File: src/rtl/mem_arb_pkg.sv
// Shared types and defaults for the fetch/data memory arbiter.
// The optional round-robin build is selected with MEM_ARBITER_RR_EN.
package mem_arb_pkg;

  typedef enum logic [1:0] {
    IDLE   = 2'd0,
    BUSY_I = 2'd1,
    BUSY_D = 2'd2
  } state_t;

  typedef enum logic {
    REQ_I = 1'b0,
    REQ_D = 1'b1
  } req_id_t;

  localparam int STARVE_MAX_DEFAULT = 4;
  // Wide enough for the full 1..15 starvation range.
  localparam int STARVE_CNT_W = 4;

endpackage

File: src/rtl/arb_pick.sv
// Combinational winner select between the fetch and data requesters.
// MEM_ARBITER_RR_EN selects round-robin; otherwise d wins unless fetch is starved.
module arb_pick
  import mem_arb_pkg::*;
`ifndef MEM_ARBITER_RR_EN
#(
  parameter int STARVE_MAX = STARVE_MAX_DEFAULT
)
`endif
(
  input  logic                    i_req,
  input  logic                    d_req,
`ifdef MEM_ARBITER_RR_EN
  input  req_id_t                 last_gnt,
`else
  input  logic [STARVE_CNT_W-1:0] starve_cnt,
`endif
  output logic                    win_valid,
  output req_id_t                 win_id
);

`ifndef MEM_ARBITER_RR_EN
  localparam logic [STARVE_CNT_W-1:0] STARVE_LIM = STARVE_CNT_W'(STARVE_MAX);
`endif

  // NOTE: every output gets a default first so no path through the block infers a latch.
  always_comb begin
    win_valid = i_req | d_req;
    win_id    = REQ_D;
    if (i_req && !d_req) begin
      win_id = REQ_I;
    end else if (i_req && d_req) begin
`ifdef MEM_ARBITER_RR_EN
      win_id = (last_gnt == REQ_D) ? REQ_I : REQ_D;
`else
      if (starve_cnt == STARVE_LIM) win_id = REQ_I;
`endif
    end
  end

endmodule

File: src/rtl/mem_arbiter.sv
// Shares one single-ported memory between fetch (i) and data (d) requesters,
// one transaction at a time. MEM_ARBITER_RR_EN swaps fixed priority for round-robin.
module mem_arbiter
  import mem_arb_pkg::*;
#(
  parameter int ADDR_W     = 32,
  parameter int STARVE_MAX = STARVE_MAX_DEFAULT
) (
  input  logic              clk,
  input  logic              reset,

  input  logic              i_req,
  input  logic [ADDR_W-1:0] i_addr,
  output logic              i_gnt,
  output logic              i_rvalid,
  output logic [31:0]       i_rdata,

  input  logic              d_req,
  input  logic              d_we,
  input  logic [ADDR_W-1:0] d_addr,
  input  logic [31:0]       d_wdata,
  output logic              d_gnt,
  output logic              d_rvalid,
  output logic [31:0]       d_rdata,

  output logic              mem_en,
  output logic              mem_we,
  output logic [ADDR_W-1:0] mem_addr,
  output logic [31:0]       mem_wdata,
  input  logic [31:0]       mem_rdata,
  input  logic              mem_ready
);

  state_t            state_q, state_d;
  logic [ADDR_W-1:0] addr_q;
  logic              we_q;
  logic [31:0]       wdata_q;
  logic              win_valid;
  req_id_t           win_id;
  logic              done_i, done_d;

`ifdef MEM_ARBITER_RR_EN
  req_id_t last_q;

  arb_pick u_pick (
    .i_req     (i_req),
    .d_req     (d_req),
    .last_gnt  (last_q),
    .win_valid (win_valid),
    .win_id    (win_id)
  );
`else
  localparam logic [STARVE_CNT_W-1:0] STARVE_LIM = STARVE_CNT_W'(STARVE_MAX);
  localparam logic [STARVE_CNT_W-1:0] CNT_ONE    = STARVE_CNT_W'(1);

  logic [STARVE_CNT_W-1:0] starve_q;

  arb_pick #(
    .STARVE_MAX (STARVE_MAX)
  ) u_pick (
    .i_req      (i_req),
    .d_req      (d_req),
    .starve_cnt (starve_q),
    .win_valid  (win_valid),
    .win_id     (win_id)
  );
`endif

  // NOTE: sequential state uses non-blocking assignments so every register samples pre-edge values.
  always_ff @(posedge clk or negedge reset) begin
    if (!reset) state_q <= IDLE;
    else        state_q <= state_d;
  end

  // Grants are gated by reset so nothing is offered while the block is held in reset.
  always_comb begin
    state_d = state_q;
    i_gnt   = 1'b0;
    d_gnt   = 1'b0;
    unique case (state_q)
      IDLE: begin
        if (win_valid && reset) begin
          if (win_id == REQ_I) begin
            i_gnt   = 1'b1;
            state_d = BUSY_I;
          end else begin
            d_gnt   = 1'b1;
            state_d = BUSY_D;
          end
        end
      end
      BUSY_I, BUSY_D: begin
        if (mem_ready) state_d = IDLE;
      end
      default: state_d = IDLE;
    endcase
  end

  // Memory side is driven purely from the latched request, so stalls hold it stable.
  assign mem_en    = (state_q != IDLE);
  assign mem_we    = mem_en & we_q;
  assign mem_addr  = addr_q;
  assign mem_wdata = wdata_q;

  // NOTE: only control and datapath registers are reset; there is no memory array here.
  always_ff @(posedge clk or negedge reset) begin
    if (!reset) begin
      addr_q  <= '0;
      we_q    <= 1'b0;
      wdata_q <= '0;
    end else if (i_gnt) begin
      addr_q  <= i_addr;
      we_q    <= 1'b0;
      wdata_q <= '0;
    end else if (d_gnt) begin
      addr_q  <= d_addr;
      we_q    <= d_we;
      wdata_q <= d_wdata;
    end
  end

  assign done_i = (state_q == BUSY_I) && mem_ready;
  assign done_d = (state_q == BUSY_D) && mem_ready;

  always_ff @(posedge clk or negedge reset) begin
    if (!reset) begin
      i_rvalid <= 1'b0;
      d_rvalid <= 1'b0;
      i_rdata  <= '0;
      d_rdata  <= '0;
    end else begin
      i_rvalid <= done_i;
      d_rvalid <= done_d;
      if (done_i)          i_rdata <= mem_rdata;
      // Store completions leave the load data register untouched.
      if (done_d && !we_q) d_rdata <= mem_rdata;
    end
  end

`ifdef MEM_ARBITER_RR_EN
  always_ff @(posedge clk or negedge reset) begin
    if (!reset)     last_q <= REQ_D;
    else if (i_gnt) last_q <= REQ_I;
    else if (d_gnt) last_q <= REQ_D;
  end
`else
  // Counts data grants that bypassed a waiting fetch; any idle gap without a fetch forgives them.
  always_ff @(posedge clk or negedge reset) begin
    if (!reset) begin
      starve_q <= '0;
    end else if (i_gnt) begin
      starve_q <= '0;
    end else if (d_gnt && i_req) begin
      if (starve_q != STARVE_LIM) starve_q <= starve_q + CNT_ONE;
    end else if ((state_q == IDLE) && !i_req) begin
      starve_q <= '0;
    end
  end
`endif

endmodule
File: config.mk
export PLATFORM = sky130hd
export DESIGN_NAME = mem_arbiter
export DESIGN_NICKNAME = d
export VERILOG_FILES = /design/src/rtl/mem_arb_pkg.sv /design/src/rtl/arb_pick.sv /design/src/rtl/mem_arbiter.sv
export SDC_FILE = /design/constraint.sdc
export NUM_CORES = 1
export LEC_CHECK = 0
export CORE_MARGIN = 3
export CORE_UTILIZATION = 35
export DETAILED_ROUTE_END_ITERATION = 12
export PLACE_DENSITY = 0.78
export SYNTH_ARGS = -nofsm -noshare
export SYNTH_HDL_FRONTEND = slang
export SYNTH_SLANG_ARGS = --single-unit
File: constraint.sdc
create_clock -name clk -period 2.7 [get_ports clk]
set_input_delay 0.675 -clock clk [delete_from_list [all_inputs] [get_ports clk]]
set_output_delay 0.675 -clock clk [all_outputs]
set_load 0.1 [all_outputs]
# ---- Yosys cells after proc, flatten, opt, wreduce, memory -nomap -nowiden
# Index checks and enable logic that the tools add are counted.
dict set report totals {
  reg_bits 137
  in_bits 134
  out_inout_bits 134
}
dict set report classes {
  n_eq_ne 7
  bitwise_logic 2
  n_mux 23
  add_sub_neg 1
  n_reduce_logical 18
}
# cell n
set ops {}
lappend ops {{32-bit 2-to-1 mux} 4}
lappend ops {{4-bit 2-to-1 mux} 4}
lappend ops {{1-bit 2-to-1 mux} 11}
lappend ops {{1-bit logical AND} 8}
lappend ops {{2-bit 2-to-1 mux} 3}
lappend ops {{4-bit by 1-bit adder with 4-bit output, second input constant} 1}
lappend ops {{4-bit by 3-bit equality test with 1-bit output, second input constant} 1}
lappend ops {{2-bit != test, second input constant} 2}
lappend ops {{4-bit by 3-bit != test with 1-bit output, second input constant} 1}
lappend ops {{2-bit one-hot mux with 2 select lines} 1}
lappend ops {{2-bit AND reduction} 2}
lappend ops {{2-bit nonzero test} 2}
lappend ops {{1-bit logical NOT} 3}
lappend ops {{3-bit by 2-bit != test with 1-bit output, second input constant} 1}
lappend ops {{3-bit nonzero test} 1}
lappend ops {{2-bit by 1-bit equality test with 1-bit output, second input constant} 1}
lappend ops {{2-bit equality test, second input constant} 1}
lappend ops {{2-bit logical NOT} 1}
lappend ops {{2-bit OR reduction} 1}
lappend ops {{1-bit AND} 1}
lappend ops {{1-bit bitwise OR} 1}

# ---- Depth between registers and ports, before layout
dict set report depth {
  depth_word 10
  ltp_mapped 9
}

# ---- Modules after synthesis
# Synthesis repeated with hierarchy kept, for this count alone.
dict set report unflattened {
  cells_unflattened 477
  hier_area_um2 5667.9
}
# mod cells_each seq_area_each_um2 area_per_inst_um2 n_inst
set modules_own_cells {}
lappend modules_own_cells {mem_arbiter 473 3428.3 5637.9 1}
lappend modules_own_cells {arb_pick 4 0.0 30.0 1}

# ---- Least setup slack after synthesis
# OpenSTA, ideal clock, no wires.
dict set report synth_timing {
  path_type {input-to-output}
  start {input i_req}
  end {output i_gnt}
  path_slack_ns -0.674
  cell_stages 7
  arrival_time_ns 2.699
  required_time_ns 2.025
  path_cell_list {buf_4 > nand2b_1 > buf_2 > and2_1 > buf_6 > buf_6 > nor2_1}
}
dict set report synth_between {
  elab_chain_cells 6
}
# element line_no
set synth_rtl {}
lappend synth_rtl {{from (decl)} mem_arbiter.sv:12} ;# input logic i_req,
lappend synth_rtl {{1-bit logical AND} arb_pick.sv:32} ;# end else if (i_req && d_req) begin
lappend synth_rtl {{1-bit 2-to-1 mux} arb_pick.sv:32}
lappend synth_rtl {{1-bit 2-to-1 mux} arb_pick.sv:30} ;# if (i_req && !d_req) begin
lappend synth_rtl {{1-bit 2-to-1 mux} mem_arbiter.sv:83} ;# if (win_id == REQ_I) begin
lappend synth_rtl {{1-bit 2-to-1 mux *} mem_arbiter.sv:82} ;# if (win_valid && reset) begin
lappend synth_rtl {{1-bit 2-to-1 mux *} mem_arbiter.sv:80} ;# unique case (state_q)
lappend synth_rtl {{to (decl)} mem_arbiter.sv:14} ;# output logic i_gnt,
# Mark *: on every way between the ends. The rest lies on a longest branch, timed or not.

# ---- Worst setup path after layout
# Ends and elaborated chain as after synthesis.

==> impl_metrics.env <==
export IMPL_status="finished, final reports clean"
export IMPL_synth_compound_area_share_pct=11.3
export IMPL_port_buffers=267
export IMPL_fp_dieH_um=137
export IMPL_setup_violations_final=0
export IMPL_grt_setup_unrepaired="no"
export IMPL_yosys_area_share_adder_pct=1.05
export IMPL_tritoncts="done"
export IMPL_required_ps=2030
export IMPL_drt_total_wl_um=17000
export IMPL_critical_path_arrival_ps=1950
export IMPL_yosys_area_share_simple_pct=13.6
export IMPL_clkTransAtPathRegs_ps=70
export IMPL_synth_avg_cell_area_sq_um=11.6
export IMPL_gp_congestion=0.786
export IMPL_synth_cell_area_sq_um=5970
export IMPL_synth_edf_count=0
export IMPL_antenna_found_initial=0
export IMPL_insertion_delay_ps=420
export IMPL_routedWlPerCell_um=16.8
export IMPL_cts_hold_buffers=0
export IMPL_maxSlewViolCount=0
export IMPL_period_minus_slack_ps=2630
export IMPL_first_pass_iters=5
export IMPL_core_area_sq_um=16600
export IMPL_gr_total_overflow=0
export IMPL_cp_max_fo=6
export IMPL_synth_warnings=0
export IMPL_max_stage_delay_ps=550
export IMPL_final_common_cell="buf_4"
export IMPL_cts_resized=0
export IMPL_clockBufferDepth=2
export IMPL_grt_usage_pct=17.7
export IMPL_drc=0
export IMPL_hold_viol=0
export IMPL_grt_pass1_vias=4909
export IMPL_final_nets=915
export IMPL_cts_setup_buffers=0
export IMPL_async_flop_share_pct=100
export IMPL_start_util_pct=35.9
export IMPL_crit_chain="clkdlybuf4s50_1 -> nand2b_1 -> and2_2 -> nor2_4 -> buf_12"
export IMPL_cp_start_kind="input pin"
export IMPL_r2r_end="mem_wdata[16]$_DFFE_PN0P_"
export IMPL_worst_slew_pin_slew_ps=628
export IMPL_path_class="in2out"
export IMPL_die_area_sq_um=18700
export IMPL_r2r_cells=7
export IMPL_ys_ff_latch=137
export IMPL_mostFrequentLayoutCells="142 x buf_4, 137 x dfrtp_1, 132 x nand2_1, 132 x clkdlybuf4s50_1"
export IMPL_syn_nets=654
export IMPL_cts_root_buf="clkbuf_16"
export IMPL_syn_inst=515
export IMPL_cts_buffers=17
export IMPL_fin_skew_ps=13.2
export IMPL_drt_vias_per_instance=4.91
export IMPL_drive_gt1_share_pct=31.8
export IMPL_synth_xor_area_share_pct=0
export IMPL_grt_max_degree=116
export IMPL_rows=47
export IMPL_hp_class="in2async"
export IMPL_clock_fmax_ghz=0.381
export IMPL_max_slew_margin_pct=58.1
export IMPL_n_antenna_cell=0
export IMPL_hpwl_um=11800
export IMPL_yosysUniqueCellTypes=32
export IMPL_dr_first_iter_drc_count=157
export IMPL_rrSetupSlack_ps=800
export IMPL_cts_sinks=137
export IMPL_final_setup_tns_ps=0
export IMPL_synthMuxAreaShare_pct=12.1
export IMPL_htree_num_levels=4
export IMPL_r2r_start="starve_q[0]$_DFFE_PN0P_"
export IMPL_synth_flop_cell="dfrtp_1"
export IMPL_maxCapViolCount=0
export IMPL_die_w_um=137
export IMPL_synth_top_family_by_area="simple AND/OR/NAND/NOR gates"
export IMPL_vias=4951
export IMPL_grt_pass1_wl_um=25600
export IMPL_crit_path_end_kind="output pin"
export IMPL_ys_seq_area_share_pct=57.5
export IMPL_fin_crit_sh_pct=97.3
export IMPL_drtAntennaViolNets=0
export IMPL_io_pins=268
export IMPL_area_growth_pct=54.4
export IMPL_crit_slowest_cell="clkdlybuf4s50_1"
## cells by family after synthesis
logic type / Yosys count
flip-flops: 137
AO/OA/AOI/OAI: 80
multiplexers: 64
buffers and inverters: 49
adder cells (fa/ha/maj): 5
AND/OR/NAND/NOR: 180
## critical path, delay by kind of cell
family	cells	cell delay, ps
and+or+nand+nor	3	530
buffers and inverters	2	730
## per-layer routing
metal  share of wire [%]  vias up  GRT usage [%]
li1                    -     2317              -
met1                  41     2361           20.8
met2                  46      239           28.8
met3                  11       34           7.98
met4                 2.4        0           6.38
met5                   0        -              0
## layout make-up
cell class                      count  area (sq um)
Tap cell                          220           275
Inverter                            8          30.0
Multi-Input combinational cell    329          2300
Sequential cell                   137          3430
Clock inverter                     14           188
Fill cell                        1452          7430
Timing Repair Buffer              283          2560
Clock buffer                       18           429
## worst max-delay path by stage
stage	cells past startpoint	slack (ps)	endpoint	from
after floorplan	7	100	i_gnt	i_req
after global placement	5	60	i_gnt	i_req
after detailed placement	5	70	i_gnt	i_req
after CTS	5	70	i_gnt	i_req
after global routing	5	5	i_gnt	i_req
final	5	70	i_gnt	i_req
## Yosys cell counts, types with 2 or more instances
| master | count | area, sq um |
|---|---|---|
| ha_1 | 5 | 62.6 |
| nand4_1 | 33 | 206 |
| mux2_1 | 32 | 360 |
| buf_1 | 2 | 7.51 |
| o21ai_0 | 2 | 10.0 |
| dfrtp_1 | 137 | 3430 |
| o21ai_1 | 33 | 165 |
| buf_2 | 21 | 105 |
| o211ai_1 | 3 | 22.5 |
| and2_1 | 3 | 18.8 |
| nand2_1 | 132 | 495 |
| a21oi_1 | 3 | 15.0 |
| nand2b_1 | 3 | 18.8 |
| o211ai_2 | 30 | 375 |
| inv_1 | 8 | 30.0 |
| nor2b_1 | 4 | 25.0 |
| a21o_1 | 2 | 15.0 |
| mux2_2 | 32 | 360 |
| buf_6 | 7 | 78.8 |
| nor2_1 | 2 | 7.51 |
| clkbuf_1 | 9 | 33.8 |
| buf_4 | 2 | 15.0 |
## registers in the layout (all words and copies together) (netlist names)
signal and cells:
d_rdata 32, i_rdata 32, mem_addr 32, mem_wdata 32
starve_q 4, state_q 2, d_rvalid 1, i_rvalid 1
we_q 1
## per-stage QoR
step	worst slack (ps)	cells	utilization [%]	hold slack [ps]	instance area, sq um
6_report	72.4	1009	55.4	132	9210
5_1_grt	5.37	1009	55.4	123	9210
4_1_cts	66.8	1009	55.4	128	9210
3_5_place_dp	66.6	977	51.7	473	8600
3_3_place_gp	64.9	977	51.7	469	8600
2_1_floorplan	99.2	515	-	379	5980
Power is not shown: default switching activity piles up to over one toggle a cycle in this logic, so the estimate is an artifact.
